File: config.mk
export PLATFORM = sky130hd
export DESIGN_NAME = mod_sqrt_unit
export DESIGN_NICKNAME = d
export VERILOG_FILES = /design/src/rtl/mod_sqrt_unit.sv
export SDC_FILE = /design/constraint.sdc
export NUM_CORES = 1
export LEC_CHECK = 0
export CAP_MARGIN = 20
export CORE_ASPECT_RATIO = 1.5
export CORE_MARGIN = 1
export CORE_UTILIZATION = 62
export CTS_CLUSTER_SIZE = 28
export DETAILED_ROUTE_END_ITERATION = 10
export PLACE_DENSITY = 0.83
export SKIP_LAST_GASP = 1
export SLEW_MARGIN = 20
export SYNTH_ARGS = -nofsm -noshare
export SYNTH_HDL_FRONTEND = slang
export SYNTH_SLANG_ARGS = --single-unit
File: constraint.sdc
create_clock -name clk -period 11.5 [get_ports clk]
set_clock_uncertainty 0.1 [all_clocks]
set_input_delay 1.15 -clock clk [delete_from_list [all_inputs] [get_ports clk]]
set_output_delay 1.15 -clock clk [all_outputs]
set_load 0.03 [all_outputs]
File: src/rtl/mod_sqrt_unit.sv
// Iterative restoring square root: floor(sqrt(r_in)) one root bit per cycle, MSB first.
// approx_bits skips the low result iterations; rem is always exact against the final mag.
module mod_sqrt_unit #(
    parameter int IN_W  = 32,
    parameter int OUT_W = 16
) (
    input  logic              clk,
    input  logic              rst,
    input  logic              in_valid,
    output logic              in_ready,
    input  logic [IN_W-1:0]   r_in,
    input  logic [3:0]        approx_bits,
    output logic              out_valid,
    input  logic              out_ready,
    output logic [OUT_W-1:0]  mag,
    output logic [IN_W-1:0]   rem
);

    localparam int PW = OUT_W + 1;
    localparam int TW = OUT_W + 3;

    typedef enum logic [1:0] {IDLE, CALC, DONE} state_t;

    state_t             state_q, state_d;
    logic [IN_W-1:0]    op_q, op_d;
    logic [3:0]         n_q, n_d;
    logic [3:0]         idx_q, idx_d;
    logic [OUT_W-1:0]   root_q, root_d;
    logic [PW-1:0]      prem_q, prem_d;
    logic [OUT_W-1:0]   mag_q, mag_d;
    logic [IN_W-1:0]    rem_q, rem_d;
    logic               out_valid_q, out_valid_d;
    logic               in_ready_q, in_ready_d;

    logic [1:0]         op_bits;
    logic [TW-1:0]      trial_base;
    logic [TW-1:0]      trial_sub;
    logic [TW-1:0]      trial_diff;
    logic               take;
    logic [OUT_W-1:0]   root_iter;
    logic [PW-1:0]      prem_iter;
    logic [OUT_W-1:0]   mag_iter;
    logic [IN_W-1:0]    mag_sq;

    // One restoring step; the partial remainder never exceeds 2*root, so PW bits suffice.
    always_comb begin
        op_bits    = op_q[2*idx_q +: 2];
        trial_base = TW'({prem_q, op_bits});
        trial_sub  = TW'({root_q, 2'b01});
        trial_diff = trial_base - trial_sub;
        take       = (trial_base >= trial_sub);
        root_iter  = OUT_W'({root_q, take});
        prem_iter  = take ? PW'(trial_diff) : PW'(trial_base);
        mag_iter   = root_iter << n_q;
        mag_sq     = IN_W'(mag_iter) * IN_W'(mag_iter);
    end

    always_comb begin
        state_d     = state_q;
        op_d        = op_q;
        n_d         = n_q;
        idx_d       = idx_q;
        root_d      = root_q;
        prem_d      = prem_q;
        mag_d       = mag_q;
        rem_d       = rem_q;
        out_valid_d = out_valid_q;

        case (state_q)
            IDLE: begin
                if (in_valid && in_ready_q) begin
                    op_d    = r_in;
                    n_d     = approx_bits;
                    idx_d   = 4'(OUT_W - 1);
                    root_d  = '0;
                    prem_d  = '0;
                    state_d = CALC;
                end
            end
            CALC: begin
                root_d = root_iter;
                prem_d = prem_iter;
                // The last iteration lands on bit n; rem is recomputed exactly from the final mag.
                if (idx_q == n_q) begin
                    mag_d       = mag_iter;
                    rem_d       = op_q - mag_sq;
                    out_valid_d = 1'b1;
                    state_d     = DONE;
                end else begin
                    idx_d = idx_q - 4'd1;
                end
            end
            DONE: begin
                if (out_ready) begin
                    out_valid_d = 1'b0;
                    state_d     = IDLE;
                end
            end
            default: state_d = IDLE;
        endcase

        in_ready_d = (state_d == IDLE);
    end

    always_ff @(posedge clk or posedge rst) begin
        if (rst) begin
            state_q     <= IDLE;
            op_q        <= '0;
            n_q         <= '0;
            idx_q       <= '0;
            root_q      <= '0;
            prem_q      <= '0;
            mag_q       <= '0;
            rem_q       <= '0;
            out_valid_q <= 1'b0;
            in_ready_q  <= 1'b0;
        end else begin
            state_q     <= state_d;
            op_q        <= op_d;
            n_q         <= n_d;
            idx_q       <= idx_d;
            root_q      <= root_d;
            prem_q      <= prem_d;
            mag_q       <= mag_d;
            rem_q       <= rem_d;
            out_valid_q <= out_valid_d;
            in_ready_q  <= in_ready_d;
        end
    end

    assign in_ready  = in_ready_q;
    assign out_valid = out_valid_q;
    assign mag       = mag_q;
    assign rem       = rem_q;

endmodule

Word-level counts from Yosys, hierarchy flattened:

Index checks and enable logic that the tools add are counted.

* bits in registers: 125
* latch bits: 0
* RAM bits: 0
* bits in read-only memories: 0
* input bits: 40
* output and inout port bits: 50
* word-level logic and storage cells: 49
* memories: 0

* add/subtract/negate cells: 3
* $mul: 1
* div/mod/pow operators: 0
* order comparisons: 1
* eq/ne operators: 7
* shifts and indexed selects: 2
* muxes and demuxes: 15
* bitwise operators: 0
* reduce and logical (&&, ||, !) cells: 10

Operators with widths (count)
* $mux 17: 2
* $pmux 17 s2: 1
* $mul 16x16->32: 1
* $pmux 16 s2: 1
* $shiftx 32x6->2: 1
* $sub 32x32->32: 1
* $ge 19x18->1: 1
* $sub 17x17->17: 1
* $mux 16: 1
* $shl 16x4->16: 1
* $mux 4: 2
* $ne 2x2->1 const B: 4
* $pmux 4 s2: 1
* $mux 2: 3
* $pmux 2 s3: 1
* $reduce_and 2->1: 3
* $reduce_and 3->1: 2
* $eq 4x4->1: 1
* $logic_not 2->1: 2
* $reduce_bool 2->1: 2
* $sub 4x1->4 const B: 1
* $eq 2x1->1 const B: 1
* $eq 2x2->1 const B: 1
* $mux 1: 2
* other kinds (2): 2

Longest topological paths before layout:

* depth in word-level cells: 5
* depth in mapped cells: 41
* depth with buffers taken out: 40

Worst setup path before layout:

Ideal clock, no wire load.

* path kind: register to register
* from: register idx_q[0]
* to: register rem_q[25], in the netlist rem[25]
* library setup time: 0.120 ns
* arrival time: 8.759 ns
* required time: 11.280 ns
* path slack: 2.521 ns
* cell stages (with the launch flop): 40
* buffers on the path: 2
* clock period less this slack: 8.979 ns
* cells stage by stage: dfrtp_1 buf_6 mux4_2 a22oi_1 and3_4 inv_1 ha_1 nand2_1 or4_1 a21oi_1 o21ai_0 or3b_2 o21ai_1 o21a_1 a21oi_2 and2_1 buf_2 inv_2 [4 not listed] inv_1 fa_1 fa_1 inv_1 fa_1 inv_1 ha_1 a21o_1 a21o_1 a21oi_1 a21boi_0 o22ai_1 a311oi_1 o21ai_0 a21boi_0 o21a_1 or3_1 a31o_2

* longest elaborated chain between the ends: 5
* elaborated cells between the ends (all ways): 7
* those cells by class: 1 x add/sub; 1 x mul; 1 x order compare; 1 x eq/ne; 2 x shift; 1 x reduce/logical

RTL lines
* start: declaration: RTL line 27 `logic [3:0] idx_q, idx_d;`
* start signal: assignment: RTL line 121 `idx_q <= idx_d;`
* $shiftx 32x6->2: RTL line 47 `op_bits = op_q[2*idx_q +: 2];`
* $ge 19x18->1: RTL line 51 `take = (trial_base >= trial_sub);`
* $shl 16x4->16: RTL line 54 `mag_iter = root_iter << n_q;`
* $mul 16x16->32: RTL line 55 `mag_sq = IN_W'(mag_iter) * IN_W'(mag_iter);`
* $sub 32x32->32: RTL line 86 `rem_d = op_q - mag_sq;`
* end signal: assignment: RTL line 125 `rem_q <= rem_d;`
* end: declaration: RTL line 31 `logic [IN_W-1:0] rem_q, rem_d;`

Several ways; a longest one is shown, not always the timed one.
A chain may end at the register's enable or synchronous reset.

Worst setup path after layout:

* from: register idx_q[0]
* to: register rem_q[30], in the netlist rem[30]

Same word-level chain as after synthesis.

==> results_dict.tcl <==
set metrics [dict create \
    outcome "completed" \
    place.gp.congestion 1.007 \
    synth_edf_count 0 \
    yosys.area.top_type "fa_1" \
    grt_antenna_before_repair 0 \
    path_class "reg2reg" \
    avgSynthCellArea_sq_um 8.772 \
    fin_crit_sh_pct 94.41 \
    cts_setup_buffers 0 \
    synth_nets 2068 \
    cts_tree "yes" \
    drt-initial-drc-count 822 \
    area_growth_pct 11.87 \
    grt_max_degree 91 \
    cts_buffers 17 \
    dieWidth_microns 128.9 \
    drt-total-wl_microns 39000 \
    ys_seq_area_share_pct 20.89 \
    root_buffer "clkbuf_16" \
    antenna_left 0 \
    slowest_stage "dfrtp_1" \
    worst_setup_path_start_kind "register" \
    grt_pass1_vias 12859 \
    drtPass1Iterations 5 \
    rsz0062_at_grt "no" \
    drive_above_1_share_pct 4.497 \
    dp_hpwl_microns 30360 \
    htree_num_levels 4 \
    die_y_microns 192.3 \
    hold_path_class "reg2reg" \
    drv_slew 0 \
    clock_path_buffers 2 \
    overflow 0 \
    synth_area_sq_mm 0.01497 \
    ys_types 67 \
    clk_latency_ns 0.45 \
    required_ns 11.74 \
    grt_usage_pct 34.47 \
    antennaDiodeCount 0 \
    crit_arrival_ns 11.10 \
    core_sq_mm 0.02374 \
    final_hold_viol_count 0 \
    final_cells 2098 \
    setup_viol 0 \
    fp.dieArea_sq_mm 0.02479 \
    placed_cells 2066 \
    io_buffers 89 \
    synth_cells 1707 \
    path_clk_slew_ns 0.06 \
    rows 69 \
    synth-async-reset-ratio_pct 100.0 \
    relSlewSlack_pct 29.09 \
    yosysTopAreaCellShare_pct 26.47 \
    start_util_pct 63.07 \
    yosys-top-cells-area "fa_1 (26%), dfrtp_1 (21%), ha_1 (10%), inv_1 (8.7%), nand2_1 (5.9%)" \
    drc 0 \
    nFillCells 1787 \
    fmax_mhz 92.10 \
    crit_top_cell "fa_1" \
    maxCapViolCount 0 \
    avgRoutedWirePerCell_microns 18.59 \
    fin_hold_ws_ns 0.3789 \
    setup_tns_ns 0 \
    synth-warning-count 0 \
    fin_nets 2127 \
    cts-resized-gates 0 \
    clock_sinks 125 \
    slowest_delay_ns 0.73 \
    cp-end-kind "register" \
    synth-main-ff-cell "dfrtp_1" \
    max_slew.worst_pin.slew_ns 1.064 \
    io-pin-count 90 \
    multi_input_area_sq_mm 0.01030 \
    vias 12136 \
    period_needed_ns 10.86 \
    detail_route.vias_per_cell 5.785 \
    synth-seq-cells 125 \
    grt_pass1_wl_microns 63630 \
    hold_buffers 0 \
    critical_path.max_fanout 13 \
    final-seq-area_sq_mm 0.003128 \
]
[metrics by stage]
stage	utilization (%)	area, sq um	setup WS, ns
finish	70.55	16750	0.6427
global route	70.55	16750	0.1820
CTS	70.53	16740	0.8256
detailed placement	67.95	16130	0.8889
global placement	67.75	16080	1.191
floorplan	-	14970	2.521
[critical path, delay by kind of cell (launching register included)]
family,cells,cell delay [ns]
multiplexers,1,0.58
flip-flops,1,0.73
buffers and inverters,6,0.70
adder cells (fa/ha/maj),8,3.54
AO/OA/AOI/OAI,12,2.68
AND/OR/NAND/NOR,9,2.42
[layer usage]
metal	track usage [%]	part of all wire [%]	routed length, microns
met5	0	0	0
met4	28.64	8.5	3329
met3	6.376	6.0	2357
met2	58.54	50	19570
met1	37.26	35	13750
[logic make-up after synthesis]
logic type                 Yosys count  share of synthesized area [%]
and+or+nand+nor                    481                          13.97
buffers and inverters              409                          10.40
adders and majority gates          321                          36.75
AOI/OAI and AO/OA                  290                          11.97
DFF                                125                          20.89
xor gates and xnor gates            52                          3.134
muxes                               29                          2.891
[sequential cells by signal, summed over array words and instances, names as in the netlist]
name / cells
root_q: 16
in_ready: 1
op_q: 32
mag: 16
n_q: 4
prem_q: 17
out_valid: 1
rem: 32
state_q: 2
idx_q: 4
[Yosys cell counts, types with 3 or more instances]
cell,instances
inv_1,347
nand2_1,234
fa_1,198
o21ai_0,131
dfrtp_1,125
ha_1,123
nor2_1,110
nand3_1,48
a21oi_1,44
clkbuf_1,43
xnor2_1,35
a21o_1,19
xor2_1,16
and2_1,15
nand2b_1,14
o21a_1,14
mux2i_1,13
o21ai_1,11
nor3_1,10
and3_1,9
nor2b_1,9
o31ai_1,9
or3_1,9
a211oi_1,8
mux4_2,8
nand4_1,8
buf_2,7
o211ai_1,7
a31oi_1,6
o21bai_1,6
a21boi_0,5
mux2_2,5
buf_1,4
or2_2,4
a211o_1,3
a21oi_2,3
a31o_2,3
inv_2,3
nor4_1,3
[final timing paths]
kind                       startpoint  cells after the start  slack, ns        end
setup / recovery             idx_q[0]                     36       0.64    rem[30]
setup reg to reg             idx_q[0]                     36       0.64    rem[30]
min in group asynchronous         rst                      2       1.11  root_q[4]
hold / removal                mag[15]                      2       0.38    mag[15]
max in group asynchronous         rst                      3       8.76  prem_q[1]
hold reg to reg               mag[15]                      2       0.38    mag[15]
[area by class of cell]
class,count,area share (%)
multi-input cells,1173,61.51
flip-flops and latches,125,18.67
inverters,352,7.903
repair buffers,97,5.871
clock buffers,19,2.585
well taps,319,2.383
clock inverters,13,1.076
[cells in the final DEF, fill, tap and decap left out, drive strengths merged, types with 6 or more instances in the layout]
cell | synthesis | routed
dfrtp | 125 | 125
nand2 | 234 | 234
a21o | 19 | 19
nand4 | 8 | 8
nor2b | 9 | 9
o21ai | 142 | 142
mux4 | 10 | 10
a211oi | 9 | 9
and3 | 11 | 11
clkbuf | 44 | 19
o31ai | 11 | 11
o211ai | 7 | 7
ha | 123 | 123
inv | 350 | 356
nor2 | 112 | 112
nand3 | 48 | 48
or3 | 9 | 9
clkdlybuf4s50 | 0 | 89
nor3 | 10 | 10
fa | 198 | 198
o21a | 14 | 14
a21oi | 48 | 48
buf | 13 | 8
xor2 | 16 | 16
mux2i | 14 | 14
and2 | 15 | 15
o21bai | 6 | 6
xnor2 | 35 | 35
nand2b | 14 | 14
a31oi | 6 | 6
Power is left out: the tool's default activity adds up to more than one toggle a clock period on the data nets, which glitch-free logic cannot reach.
